$ cat config.mk
export PLATFORM = sky130hd
export DESIGN_NAME = uart_tx_scheduler_flat
export DESIGN_NICKNAME = d
export VERILOG_FILES = /design/src/rtl/uart_tx_scheduler_if.sv /design/src/rtl/uart_tx_scheduler.sv /design/src/flat_wrapper.sv
export SDC_FILE = /design/constraint.sdc
export NUM_CORES = 1
export LEC_CHECK = 0
export BUFFER_PORTS_ARGS = -buffer_cell sky130_fd_sc_hd__buf_2
export CORE_UTILIZATION = 50
export DETAILED_ROUTE_END_ITERATION = 10
export HOLD_SLACK_MARGIN = 0.12
export PLACE_DENSITY_LB_ADDON = 0.08
export SLEW_MARGIN = 15
export SYNTH_ARGS = -nofsm -noshare
export SYNTH_HDL_FRONTEND = slang
export SYNTH_SLANG_ARGS = --single-unit
$ cat constraint.sdc
create_clock -name CLK -period 4.8 [get_ports CLK]
set_input_delay 0 -clock CLK [delete_from_list [all_inputs] [get_ports CLK]]
set_output_delay 0 -clock CLK [all_outputs]
set_load 0.03 [all_outputs]
$ cat src/rtl/uart_tx_scheduler_if.sv
// Purpose: bundles the two requester paths and the UART TX load/busy pins of the scheduler.
// Latency: none, wiring only.
// Backpressure: req is held by the source until its ack; tx_busy paces the scheduler.
interface uart_tx_scheduler_if;
  logic        rf_req;
  logic [7:0]  rf_data;
  logic        rf_ack;
  logic        alu_req;
  logic [15:0] alu_data;
  logic        alu_ack;
  logic        tx_busy;
  logic [7:0]  tx_p_data;
  logic        tx_data_valid;
  logic        sched_busy;
  logic        err_timeout;

  // Scheduler side.
  modport master (
    input  rf_req, rf_data, alu_req, alu_data, tx_busy,
    output rf_ack, alu_ack, tx_p_data, tx_data_valid, sched_busy, err_timeout
  );

  // Requesters plus UART TX side.
  modport slave (
    output rf_req, rf_data, alu_req, alu_data, tx_busy,
    input  rf_ack, alu_ack, tx_p_data, tx_data_valid, sched_busy, err_timeout
  );
endinterface

$ cat src/rtl/uart_tx_scheduler.sv
// Purpose: shares one UART TX between the reg-file byte path and the two-byte ALU result path.
// Latency: request seen in IDLE -> ack + load strobe on the next cycle; all outputs registered.
// Backpressure: requests wait while the scheduler is not IDLE; bytes are paced by tx_busy rise/fall.
module uart_tx_scheduler #(
  parameter int BUSY_TIMEOUT = 4
) (
  input  logic                CLK,
  input  logic                RST,
  uart_tx_scheduler_if.master bus
);

  localparam int            CW       = $clog2(BUSY_TIMEOUT + 1);
  localparam logic [CW-1:0] CNT_LAST = CW'(BUSY_TIMEOUT - 1);

  typedef enum logic [1:0] {
    IDLE    = 2'd0,
    LOAD    = 2'd1,
    WAIT_HI = 2'd2,
    WAIT_LO = 2'd3
  } state_t;

  state_t        state_q, state_d;
  logic [15:0]   hold_q, hold_d;
  logic [1:0]    nbytes_q, nbytes_d;
  logic          idx_q, idx_d;
  logic          rr_alu_q, rr_alu_d;   // 1: ALU wins the next tie
  logic [CW-1:0] cnt_q, cnt_d;
  logic          rf_ack_q, rf_ack_d;
  logic          alu_ack_q, alu_ack_d;
  logic          valid_q, valid_d;
  logic [7:0]    pdata_q, pdata_d;
  logic          sched_busy_q, sched_busy_d;
  logic          err_q, err_d;

  logic          grant_rf;
  logic          grant_alu;
  logic [1:0]    idx_inc;
  logic          more_bytes;

  // Round-robin only matters on a tie; a lone requester always wins.
  assign grant_rf   = bus.rf_req  & (~bus.alu_req | ~rr_alu_q);
  assign grant_alu  = bus.alu_req & (~bus.rf_req  |  rr_alu_q);
  assign idx_inc    = {1'b0, idx_q} + 2'd1;
  assign more_bytes = idx_inc < nbytes_q;

  // State and registered outputs; reset drops any frame in flight.
  always_ff @(posedge CLK) begin
    if (RST) begin
      state_q      <= IDLE;
      hold_q       <= 16'h0000;
      nbytes_q     <= 2'd0;
      idx_q        <= 1'b0;
      rr_alu_q     <= 1'b0;
      cnt_q        <= '0;
      rf_ack_q     <= 1'b0;
      alu_ack_q    <= 1'b0;
      valid_q      <= 1'b0;
      pdata_q      <= 8'h00;
      sched_busy_q <= 1'b0;
      err_q        <= 1'b0;
    end else begin
      state_q      <= state_d;
      hold_q       <= hold_d;
      nbytes_q     <= nbytes_d;
      idx_q        <= idx_d;
      rr_alu_q     <= rr_alu_d;
      cnt_q        <= cnt_d;
      rf_ack_q     <= rf_ack_d;
      alu_ack_q    <= alu_ack_d;
      valid_q      <= valid_d;
      pdata_q      <= pdata_d;
      sched_busy_q <= sched_busy_d;
      err_q        <= err_d;
    end
  end

  // Next state and next output values; strobes and acks are computed one cycle early
  // so that they are registered and line up with the LOAD cycle.
  always_comb begin
    state_d   = state_q;
    hold_d    = hold_q;
    nbytes_d  = nbytes_q;
    idx_d     = idx_q;
    rr_alu_d  = rr_alu_q;
    cnt_d     = cnt_q;
    rf_ack_d  = 1'b0;
    alu_ack_d = 1'b0;
    valid_d   = 1'b0;
    pdata_d   = pdata_q;
    err_d     = err_q;

    case (state_q)
      IDLE: begin
        if (grant_rf) begin
          hold_d   = {8'h00, bus.rf_data};
          nbytes_d = 2'd1;
          idx_d    = 1'b0;
          rr_alu_d = 1'b1;
          rf_ack_d = 1'b1;
          valid_d  = 1'b1;
          pdata_d  = bus.rf_data;
          state_d  = LOAD;
        end else if (grant_alu) begin
          hold_d    = bus.alu_data;
          nbytes_d  = 2'd2;
          idx_d     = 1'b0;
          rr_alu_d  = 1'b0;
          alu_ack_d = 1'b1;
          valid_d   = 1'b1;
          pdata_d   = bus.alu_data[7:0];
          state_d   = LOAD;
        end
      end

      LOAD: begin
        cnt_d   = '0;
        state_d = WAIT_HI;
      end

      WAIT_HI: begin
        if (bus.tx_busy) begin
          state_d = WAIT_LO;
        end else if (cnt_q == CNT_LAST) begin
          // TX never accepted the byte: flag it and abandon the rest of the frame.
          err_d   = 1'b1;
          state_d = IDLE;
        end else begin
          cnt_d = cnt_q + 1'b1;
        end
      end

      WAIT_LO: begin
        if (!bus.tx_busy) begin
          if (more_bytes) begin
            idx_d   = idx_inc[0];
            valid_d = 1'b1;
            pdata_d = idx_inc[0] ? hold_q[15:8] : hold_q[7:0];
            state_d = LOAD;
          end else begin
            state_d = IDLE;
          end
        end
      end

      default: state_d = IDLE;
    endcase

    sched_busy_d = (state_d != IDLE);
  end

  assign bus.rf_ack        = rf_ack_q;
  assign bus.alu_ack       = alu_ack_q;
  assign bus.tx_data_valid = valid_q;
  assign bus.tx_p_data     = pdata_q;
  assign bus.sched_busy    = sched_busy_q;
  assign bus.err_timeout   = err_q;

endmodule

$ cat src/flat_wrapper.sv
// flat-port wrapper written by rule: the top's interface ports become plain ports
module uart_tx_scheduler_flat 
#(
  parameter int BUSY_TIMEOUT = 4
)
  (CLK, RST, bus_rf_req, bus_rf_data, bus_alu_req, bus_alu_data, bus_tx_busy, bus_rf_ack, bus_alu_ack, bus_tx_p_data, bus_tx_data_valid, bus_sched_busy, bus_err_timeout);
  uart_tx_scheduler_if bus_i ();
  input  logic CLK;
  input  logic RST;
  input wire logic [$bits(bus_i.rf_req)-1:0] bus_rf_req;
  input wire logic [$bits(bus_i.rf_data)-1:0] bus_rf_data;
  input wire logic [$bits(bus_i.alu_req)-1:0] bus_alu_req;
  input wire logic [$bits(bus_i.alu_data)-1:0] bus_alu_data;
  input wire logic [$bits(bus_i.tx_busy)-1:0] bus_tx_busy;
  output wire logic [$bits(bus_i.rf_ack)-1:0] bus_rf_ack;
  output wire logic [$bits(bus_i.alu_ack)-1:0] bus_alu_ack;
  output wire logic [$bits(bus_i.tx_p_data)-1:0] bus_tx_p_data;
  output wire logic [$bits(bus_i.tx_data_valid)-1:0] bus_tx_data_valid;
  output wire logic [$bits(bus_i.sched_busy)-1:0] bus_sched_busy;
  output wire logic [$bits(bus_i.err_timeout)-1:0] bus_err_timeout;
  assign bus_i.rf_req = bus_rf_req;
  assign bus_i.rf_data = bus_rf_data;
  assign bus_i.alu_req = bus_alu_req;
  assign bus_i.alu_data = bus_alu_data;
  assign bus_i.tx_busy = bus_tx_busy;
  assign bus_rf_ack = bus_i.rf_ack;
  assign bus_alu_ack = bus_i.alu_ack;
  assign bus_tx_p_data = bus_i.tx_p_data;
  assign bus_tx_data_valid = bus_i.tx_data_valid;
  assign bus_sched_busy = bus_i.sched_busy;
  assign bus_err_timeout = bus_i.err_timeout;
  uart_tx_scheduler #(.BUSY_TIMEOUT(BUSY_TIMEOUT)) u_core (.CLK(CLK), .RST(RST), .bus(bus_i));
endmodule
# Word level (Yosys, flattened, before mapping)

Cells that the tools add are included.
W data, S select, Z words.

Register bits: 38
Bits in latches: 0
Memory bits (writable): 0
ROM bits: 0
Output and inout bits: 13
Logic and storage cells: 76
Memories: 0

Add/subtract/negate cells: 2
Multiply operators: 0
Divide/modulo/power cells: 0
$lt $le $gt $ge: 1
Equal/unequal tests: 9
Shift-type cells: 0
Mux-type cells: 32
Bitwise gates (word level): 9
Reduce and logical (&&, ||, !) cells: 11

Operators by type and width:

| operator              | count |
|---|---|
| $mux W8               | 5 |
| $mux W16              | 2 |
| $pmux W8 S2           | 1 |
| $mux W2               | 7 |
| $mux W1               | 11 |
| $pmux W2 S4           | 1 |
| $reduce_bool A2 Y1    | 4 |
| $mux W3               | 2 |
| $ne A2 B2 Y1 const B  | 3 |
| $pmux W3 S2           | 1 |
| $reduce_and A3 Y1     | 2 |
| $not A1 Y1            | 5 |
| $eq A2 B2 Y1 const B  | 2 |
| $pmux W1 S2           | 2 |
| $reduce_and A4 Y1     | 1 |
| $add A3 B1 Y3 const B | 1 |
| $eq A3 B2 Y1 const B  | 1 |
| $ne A3 B1 Y1 const B  | 1 |
| $reduce_or A3 Y1      | 1 |
| $add A1 B1 Y2 const B | 1 |
| $and A1 B1 Y1         | 2 |
| $eq A2 B1 Y1 const B  | 1 |
| $logic_not A2 Y1      | 1 |
| $lt A2 B2 Y1          | 1 |
| other kinds (4)       | 5 |

# Logic depth before layout (Yosys ltp)

Gate-level depths: netlist of the first run.

Depth after elaboration: 7
Depth in mapped cells: 7

# Worst setup path after synthesis of the first run

OpenSTA, ideal clock, no wires.

Path kind: reg-to-reg
From: register u_core.state_q[1]
To: register u_core.pdata_q[0] (netlist: u_core.bus.tx_p_data[0])
Setup time: 121 ps
Data arrival time: 1732 ps
Required time: 4679 ps
Path slack: 2947 ps
Cell stages (with the launch flop): 8
Path buffers: 2
Period minus slack after synthesis: 1853 ps
Path through: dfxtp_1 -> ha_1 -> clkbuf_2 -> inv_2 -> a2111o_1 -> a22o_1 -> buf_6 -> mux2_4

Longest elaborated chain between the ends: 3
Elaborated cells on any way between the ends: 8
Classes of those cells: 4 x eq/ne; 1 x mux; 3 x reduce/logical

RTL lines:

| item                                                 | RTL line                | text |
|---|---|---|
| start, declared                                      | uart_tx_scheduler.sv:22 | `state_t state_q, state_d;` |
| start signal, assigned                               | uart_tx_scheduler.sv:62 | `state_q <= state_d;` |
| $eq A2 B2 Y1 or $logic_not A2 Y1 (tied branches)     | uart_tx_scheduler.sv:92 | `case (state_q)` |
| $ne A2 B1 Y1 (no line), or another cell as far along | n/a                     |  |
| $reduce_and A4 Y1 (no line)                          | n/a                     |  |
| end signal, assigned                                 | uart_tx_scheduler.sv:71 | `pdata_q <= pdata_d;` |
| end, declared                                        | uart_tx_scheduler.sv:31 | `logic [7:0] pdata_q, pdata_d;` |

Several ways; a longest one is shown, not always the timed one.
A chain may end at the register's enable or synchronous reset.

# Worst setup path after layout of the first run

From: register u_core.idx_q
To: register u_core.pdata_q[1] (netlist: u_core.bus.tx_p_data[1])

Longest elaborated chain between the ends: 5
Elaborated cells on any way between the ends: 8
Classes of those cells: 1 x add/sub; 1 x order compare; 1 x eq/ne; 4 x mux; 1 x reduce/logical

RTL lines:

| item                                                                 | RTL line                | text |
|---|---|---|
| start, declared                                                      | uart_tx_scheduler.sv:25 | `logic idx_q, idx_d;` |
| start signal, assigned                                               | uart_tx_scheduler.sv:65 | `idx_q <= idx_d;` |
| $add A1 B1 Y2 (*)                                                    | uart_tx_scheduler.sv:43 | `assign idx_inc = {1'b0, idx_q} + 2'd1;` |
| parallel branches: the longest is 4 deep, another holds $lt A2 B2 Y1 | n/a                     |  |

Mark *: on every way between the ends. The select of a mux whose other input is x is not followed.

==> impl_summary.md, run 1 <==
Critical path
On the worst path, the slowest cell contributes a delay of 0.72 ns. The startpoint class of the critical path is a flip-flop. The critical path required time is 5.04 ns. The master of the slowest instance on the critical path is sky130_fd_sc_hd__dfxtp_1. The category of the critical setup timing path is reg2reg.

The data arrival at the endpoint of the critical path is 2.58 ns. The signal on the critical path passes through ha_1 > a2111o_1 > a22o_1 > mux2_4. The critical-path maximum fanout is 13.

The type of destination of the critical path is a flip-flop.

Timing
The least setup slack across all paths after layout is 2.47 ns. The worst hold slack is 0.181 ns. At the pin with the least slew margin, the transition time is 1.04 ns. The final setup violation count is 0. The number of hold violations in the final report is 0. The final clock skew is 0.0113 ns. Setup repair after global routing left no endpoint under its margin. The final max-slew violation count is 0. The worst pin sits at a relative slew slack of 0.302. The smallest clock period supported by the final layout is computed as 2.33 ns. Based on the critical path, the design can be clocked at up to 429 MHz. The final setup TNS is 0 ns. In the finished design, the share of the clock period the worst path needs comes to 0.486.

Floorplan
In this run the standard cell core region covers 3360 sq um. The number of I/O pins is 42. From left edge to right edge, the die measures 61.7 um. The effective utilization at floorplan is 0.530. In this run the vertical extent of the chip is 61.7 um. The number of rows created at floorplan is 21. The die covers 3810 sq um.

Layout
The signed area change from the synthesized netlist to the final layout is 33.7%. The final layout contains 302 nets. The fraction of final layout cells sized beyond drive strength 1 is 0.237. 0 antenna diodes ended up in the layout.

Drt
The starting DRC count in detailed routing is 95. The final layout contains routed wiring with a total length of 4300 um. Across all layers, the routed design uses 1665 vias. The remaining design rule violation count is 0. The average detailed-routed wire length per instance is 13.8 um.

The via-per-instance ratio is 5.34. The length of the first detailed-routing pass in iterations is 4. The antenna violation net count after detailed routing is 0.

Logic synthesis
sky130_fd_sc_hd__dfxtp_1 takes more of the synthesized area than any other cell. In the post-synthesis netlist, the cell with the most instances is sky130_fd_sc_hd__dfxtp_1. By area the synthesized netlist is led by sky130_fd_sc_hd__dfxtp_1 (42%), sky130_fd_sc_hd__mux2i_1 (9.0%), sky130_fd_sc_hd__a21oi_1 (5.6%). The number of warnings reported in the yosys synthesis log is 0. The average instance in the mapped netlist occupies 8.91 sq um.

Counting instances in the post-synthesis netlist gives the leading cell types as sky130_fd_sc_hd__dfxtp_1 (37), sky130_fd_sc_hd__a21oi_1 (20), sky130_fd_sc_hd__nand2_1 (19). The number of nets in the synthesized netlist is 237. Of the post-synthesis cell area, the dominant cell type holds 0.415. In this run, distinct cell masters in the synthesized netlist total 35. After technology mapping, the gate count stands at 200. Yosys mapped a number of flops with a built-in enable equal to 0.

For this run, the register share of the synthesized area comes to 0.415. The fraction of synthesis flops using an asynchronous set or reset pin is 0. The post-synthesis register bit count is 37. Summing every instance area after synthesis gives 1780 sq um. The most instantiated flip-flop cell in the synthesis netlist is sky130_fd_sc_hd__dfxtp_1.

Place
The worst-case setup slack after placement is 2.50 ns. The count of buffers inserted at the top-level ports is 41. At the end of routability-driven placement, the weighted congestion stood at 0.827. The post-DP HPWL is 2730 um.

Clock network
The clock-pin slew on the worst setup and hold paths is 0.10 ns. The number of buffers inserted during clock tree synthesis is 5. The buffer type at the clock tree root is sky130_fd_sc_hd__clkbuf_4. The post-cts sizing count is 0. The number of setup buffers added after CTS is 0. The CTS sink count is 37.

At the later pin of the worst-skew pair, clock insertion delay measures 0.35 ns. The clock tree from TritonCTS is built. Counting along the longest clock path gives a buffer depth of 2. The number of levels the H-tree was split into is 2.

Global routing
The remaining global-route overflow is 0. The number of global-route vias before repair came to 1525. Entering global routing, the biggest net connects 45 pins.

The total routing resource utilization after global routing is 0.244. The initial antenna violation count is 0. The first global-routing pass estimated 6680 um of wire.

Job
The max-capacitance violation count is 0.

Pwr
The worst-case vdd ir drop is 0.248 mV. The power density of the placed cells is 477 nW/um^2. The static leakage is 1.03 nW.

Worst hold path
The path class of the tightest hold or removal check is in2reg.

Status
The run finished with clean final reports.
per-stage QoR:
step	total power [W]	cells	instance area, sq um	utilization
finish	0.00114	312	2380	0.709
global route	0.00121	312	2380	0.709
CTS	0.00113	312	2380	0.709
detailed placement	0.000845	275	1990	0.592
global placement	0.000823	275	1990	0.592
floorplan	0.000753	200	1780	-
sequential cells by signal, indices dropped and copies added (netlist names):
name and cells:
u_core.bus.alu_ack 1, u_core.bus.err_timeout 1, u_core.bus.rf_ack 1, u_core.bus.sched_busy 1
u_core.bus.tx_data_valid 1, u_core.bus.tx_p_data 8, u_core.cnt_q 3, u_core.hold_q 16
u_core.idx_q 1, u_core.nbytes_q 2, u_core.state_q 2
layout by cell type, fill, tap and decap left out, types with 2 or more instances in the layout:
cell type,count
sky130_fd_sc_hd__nand2_1,19
sky130_fd_sc_hd__clkbuf_4,5
sky130_fd_sc_hd__mux2_2,6
sky130_fd_sc_hd__ha_1,8
sky130_fd_sc_hd__nand2b_1,7
sky130_fd_sc_hd__a211oi_1,3
sky130_fd_sc_hd__buf_2,41
sky130_fd_sc_hd__or2_2,2
sky130_fd_sc_hd__mux2i_1,16
sky130_fd_sc_hd__dlygate4sd3_1,29
sky130_fd_sc_hd__a21o_1,2
sky130_fd_sc_hd__dfxtp_1,37
sky130_fd_sc_hd__o21ai_0,8
sky130_fd_sc_hd__a22oi_1,8
sky130_fd_sc_hd__nor2b_1,4
sky130_fd_sc_hd__nor2_1,18
sky130_fd_sc_hd__mux2_4,2
sky130_fd_sc_hd__bufinv_16,2
sky130_fd_sc_hd__nand3_1,3
sky130_fd_sc_hd__inv_1,9
sky130_fd_sc_hd__a31oi_1,3
sky130_fd_sc_hd__a21oi_1,20
final cells by class:
cell class              count  area [sq um]
repair buffers             70           495
clock buffers               5          37.5
well taps                  46          57.6
fillers                   259           980
flip-flops and latches     37           741
multi-input cells         141           950
inverters                  10          37.5
clock inverters             3          65.1
critical path, delay by kind of cell, from the launching register on:
family,cells,cell delay [ns]
multiplexers,1,0.35
flip-flops,1,0.72
AO/OA/AOI/OAI,2,0.82
adder cells (fa/ha/maj),1,0.34
routing by layer:
metal | global-route usage | routed length, um | part of all wire
met5 | 0 | 0 | 0
met4 | 0.130 | 112 | 0.026
met3 | 0.0683 | 254 | 0.059
met2 | 0.378 | 1960 | 0.46
met1 | 0.310 | 1970 | 0.46
cell families after synthesis:
family	count (synthesis)	share of synthesized area
and+or+nand+nor	57	0.148
AOI/OAI and AO/OA	52	0.184
DFF	37	0.415
muxes	24	0.145
buffers and inverters	22	0.0519
adders and majority gates	8	0.0561
power by group:
group          internal (W)  switching, W
registers          0.000380     0.0000432
logic              0.000175      0.000270
clock network      0.000161      0.000106
repair_timing:
item                       in CTS  in global routing
hold endpoints to repair       27                  0
hold buffers                   29                  0
setup endpoints to repair       0                  0
worst paths after layout:
| kind | from | to | slack, ns | depth (start not counted) |
|---|---|---|---|---|
| max reg2reg | u_core.idx_q$_SDFFE_PP0P_ | u_core.bus.tx_p_data[1]$_SDFFE_PP0P_ | 2.47 | 4 |
| min reg2reg | u_core.hold_q[5]$_SDFFE_PP0P_ | u_core.hold_q[5]$_SDFFE_PP0P_ | 0.46 | 2 |
| min | bus_rf_data[1] | u_core.bus.tx_p_data[1]$_SDFFE_PP0P_ | 0.18 | 4 |
| max | u_core.idx_q$_SDFFE_PP0P_ | u_core.bus.tx_p_data[1]$_SDFFE_PP0P_ | 2.47 | 4 |
(Power assumes the default switching activity.)
==> run 2, diff against run 1 <==
==> constraint.sdc (replaced) <==
create_clock -name CLK -period 2.3 [get_ports CLK]
set_input_delay 0 -clock CLK [delete_from_list [all_inputs] [get_ports CLK]]
set_output_delay 0 -clock CLK [all_outputs]
set_load 0.03 [all_outputs]
==> impl_summary.md, run 2 (synthesized netlist as in run 1, its figures left out) <==
Status
The run finished with clean final reports.

Floorplan
The floorplan die height is 61.7 um (unchanged). The effective utilization at floorplan is 0.530 (unchanged). The area of the die came to 3810 sq um (unchanged). The total core area is 3360 sq um (unchanged). The number of I/O pins is 42 (unchanged). The chip width is 61.7 um (unchanged). The number of rows created at floorplan was 21 (unchanged).

Drt
The antenna violation net count after detailed routing came to 0 (unchanged). The highest metal layer carrying signal wires in the routed design is met4. The length of the first detailed-routing pass in iterations came to 4 (unchanged). The via-per-instance ratio is 5.30 (-0.74%). The starting DRC count in detailed routing is 90 (-5.3%). The total number of vias came to 1658 (-0.42%). The detailed route wirelength on metal3 came to 257 um (+1.2%). The wire length on met1 is 1970 um (-0.35%). The remaining design rule violation count is 0 (unchanged). The average detailed-routed wire length per instance came to 13.9 um (+0.75%). The total met2 wirelength after detailed routing is 2030 um (+3.6%). The total wire length is 4340 um (+1.1%).

Layout
The fraction of final layout cells sized beyond drive strength 1 is 0.240 (+0.00286). The number of flip-flops in the largest register was 16 (unchanged). The most common cell after layout, fill and taps aside is sky130_fd_sc_hd__buf_2. The post-route cell area is 2340 sq um (-1.6%). More flip-flops sit in one register than any other, and that register is u_core.hold_q. Compared with the post-synthesis result, the final layout area differs by 31.5%. The antenna diode count is 0 (unchanged). In the layout the commonest cells are sky130_fd_sc_hd__buf_2 (41), sky130_fd_sc_hd__dfxtp_1 (37), sky130_fd_sc_hd__dlygate4sd3_1 (28). The layout net count came to 303 (+0.33%).

Clock network
The insertion delay to the later sink of the worst-skew pair was 0.35 ns (about the same). The number of buffers inserted during clock tree synthesis was 5 (unchanged). The number of buffers on the longest clock path is 2 (unchanged). The number of setup buffers added after CTS came to 0 (unchanged). The buffer type at the clock tree root is sky130_fd_sc_hd__clkbuf_4. The clock-pin slew on the worst setup and hold paths came to 0.11 ns (about the same). The CTS sink count is 37 (unchanged). TritonCTS built the clock tree. The number of levels the H-tree was split into is 2 (unchanged).

Job
The max-capacitance violation count is 0 (unchanged).

Timing
Setup repair after global routing left no endpoint under its margin. The final setup violation count is 0 (unchanged). The relative max-transition margin was 0.268 (-0.0341). The final max-slew violation count was 0 (unchanged). The upper clock frequency limit came to 474 MHz (+11%). The number of hold violations in the final report is 0 (unchanged).

The actual transition at the worst max-transition pin is 1.09 ns (+0.0508 ns). The final setup TNS came to 0 ns (unchanged). The share of the cycle needed by the critical path after routing is 0.917 (+0.431). The final clock skew is 0.00843 ns (-0.00287 ns). The minimum period implied by the final worst setup slack was 2.11 ns (-0.223 ns).

Critical path
The worst setup path is of the reg2reg kind. STA classifies the critical path startpoint as a flip-flop. The source of the critical timing path is u_core.nbytes_q[0]$_SDFFE_PP0P_. The critical path buffer and inverter count is 1 (+1). The delay of the slowest cell on the worst path is 0.58 ns (-0.14 ns). The type of destination of the critical path is a flip-flop. The critical path required time is 2.53 ns (-2.51 ns). The cell family contributing the most delay on the critical path is buffers and inverters. The data arrival at the endpoint of the critical path is 2.34 ns (-0.24 ns). The critical-path maximum fanout is 9 (-4).

Walking the worst path, the cells encountered are a21boi_4 > mux2_2 > dlygate4sd3_1 > o21ai_0 > mux2i_1. The slowest stage of the critical path belongs to the cell sky130_fd_sc_hd__dlygate4sd3_1. The worst reg2reg path startpoint is u_core.nbytes_q[0]$_SDFFE_PP0P_.

Pwr
The power density of the placed cells came to 916 nW/um^2 (+92%). The register share of total power came to 0.411 (+0.038). The switching power came to 0.000869 W (+110%). The worst-case vdd ir drop is 0.414 mV (+67%).

The switching share of power is 0.405 (+0.0353). The portion of total power attributed to the clock network is 0.153 (-0.082). The combinational share of power is 0.436 (+0.044). The static leakage is 1.02 nW (-1.1%). The design internal power is 0.00128 W (+78%).

Global routing
The remaining global-route overflow is 0 (unchanged). The number of global-route vias before repair is 1543 (+1.2%). The first-pass GRT wire length came to 6910 um (+3.4%). The initial antenna violation count came to 0 (unchanged). The total routing resource utilization after global routing is 0.250 (+0.00566). The pin count of the biggest net entering global routing is 45 (unchanged).

Place
The post-detailed-placement cell area is 2010 sq um (+0.75%). The count of buffers inserted at the top-level ports is 41 (unchanged). The post-DP HPWL was 2840 um (+3.8%). The global placement routability congestion is 0.772 (-6.7%).

Worst hold path
The worst hold path belongs to the class in2reg. The hold path startpoint is bus_rf_data[1].
run 2: changes by cell type in the layout (fill, tap and decap cells not counted), sizes merged:
cell | before | now
buf | 41 | 43
clkbuf | 5 | 6
bufinv | 2 | 0
clkinv | 1 | 2
dlygate4sd3 | 29 | 28
run 2: per-stage QoR:
stage	instances	hold WS, ns	power [W]	utilization	setup WS [ns]
global route	313	0.168	0.00230	0.697	0.0215
floorplan	200	0.148	0.00157	-	0.447
detailed placement	277	0.245	0.00177	0.596	0.373
finish	313	0.141	0.00215	0.697	0.190
global placement	277	0.235	0.00172	0.596	0.443
CTS	313	0.126	0.00214	0.695	0.0801
run 2: path summary, 6_finish.rpt:
| kind | slack [ns] | depth (start not counted) | end |
|---|---|---|---|
| worst min register to register | 0.47 | 2 | u_core.hold_q[6]$_SDFFE_PP0P_ |
| worst max-delay path | 0.19 | 5 | u_core.bus.tx_p_data[6]$_SDFFE_PP0P_ |
| worst max register to register | 0.19 | 5 | u_core.bus.tx_p_data[6]$_SDFFE_PP0P_ |
| worst min-delay path | 0.14 | 4 | u_core.bus.tx_p_data[1]$_SDFFE_PP0P_ |
run 2: power by group through the flow:
| stage | clock, W | sequential, W | combinational (W) |
|---|---|---|---|
| 5_1_grt | 0.000372 | 0.000901 | 0.00103 |
| 6_report | 0.000330 | 0.000882 | 0.000936 |
| 2_1_floorplan | 0 | 0.00102 | 0.000547 |
| 4_1_cts | 0.000336 | 0.000880 | 0.000925 |
| 3_3_place_gp | 0 | 0.000878 | 0.000844 |
| 3_5_place_dp | 0 | 0.000894 | 0.000875 |
run 2: area by class of cell:
class	instances	area, sq um
clock buffer	6	41.3
sequential	37	741
clock inverter	2	10.0
inverter	10	37.5
multi-input combinational	141	957
timing repair buffer	71	500
tap	46	57.6
fill	285	1020
run 2: routing by layer:
layer	GRT usage	up-vias
met4	0.102	0
met1	0.315	757
met5	0	-
met2	0.404	63
li1	-	825
met3	0.0704	13
run 2: worst min-delay path, stage by stage:
cell,delay (ns)
sky130_fd_sc_hd__buf_2,0.08
sky130_fd_sc_hd__mux2i_1,0.08
sky130_fd_sc_hd__a21oi_1,0.16
sky130_fd_sc_hd__mux2_4,0.15
run 2: what timing repair did:
item / in CTS / in global routing
setup endpoints to repair: 0 / 2
resized for setup: 0 / 1
hold buffers: 28 / 0
hold endpoints to repair: 26 / 0
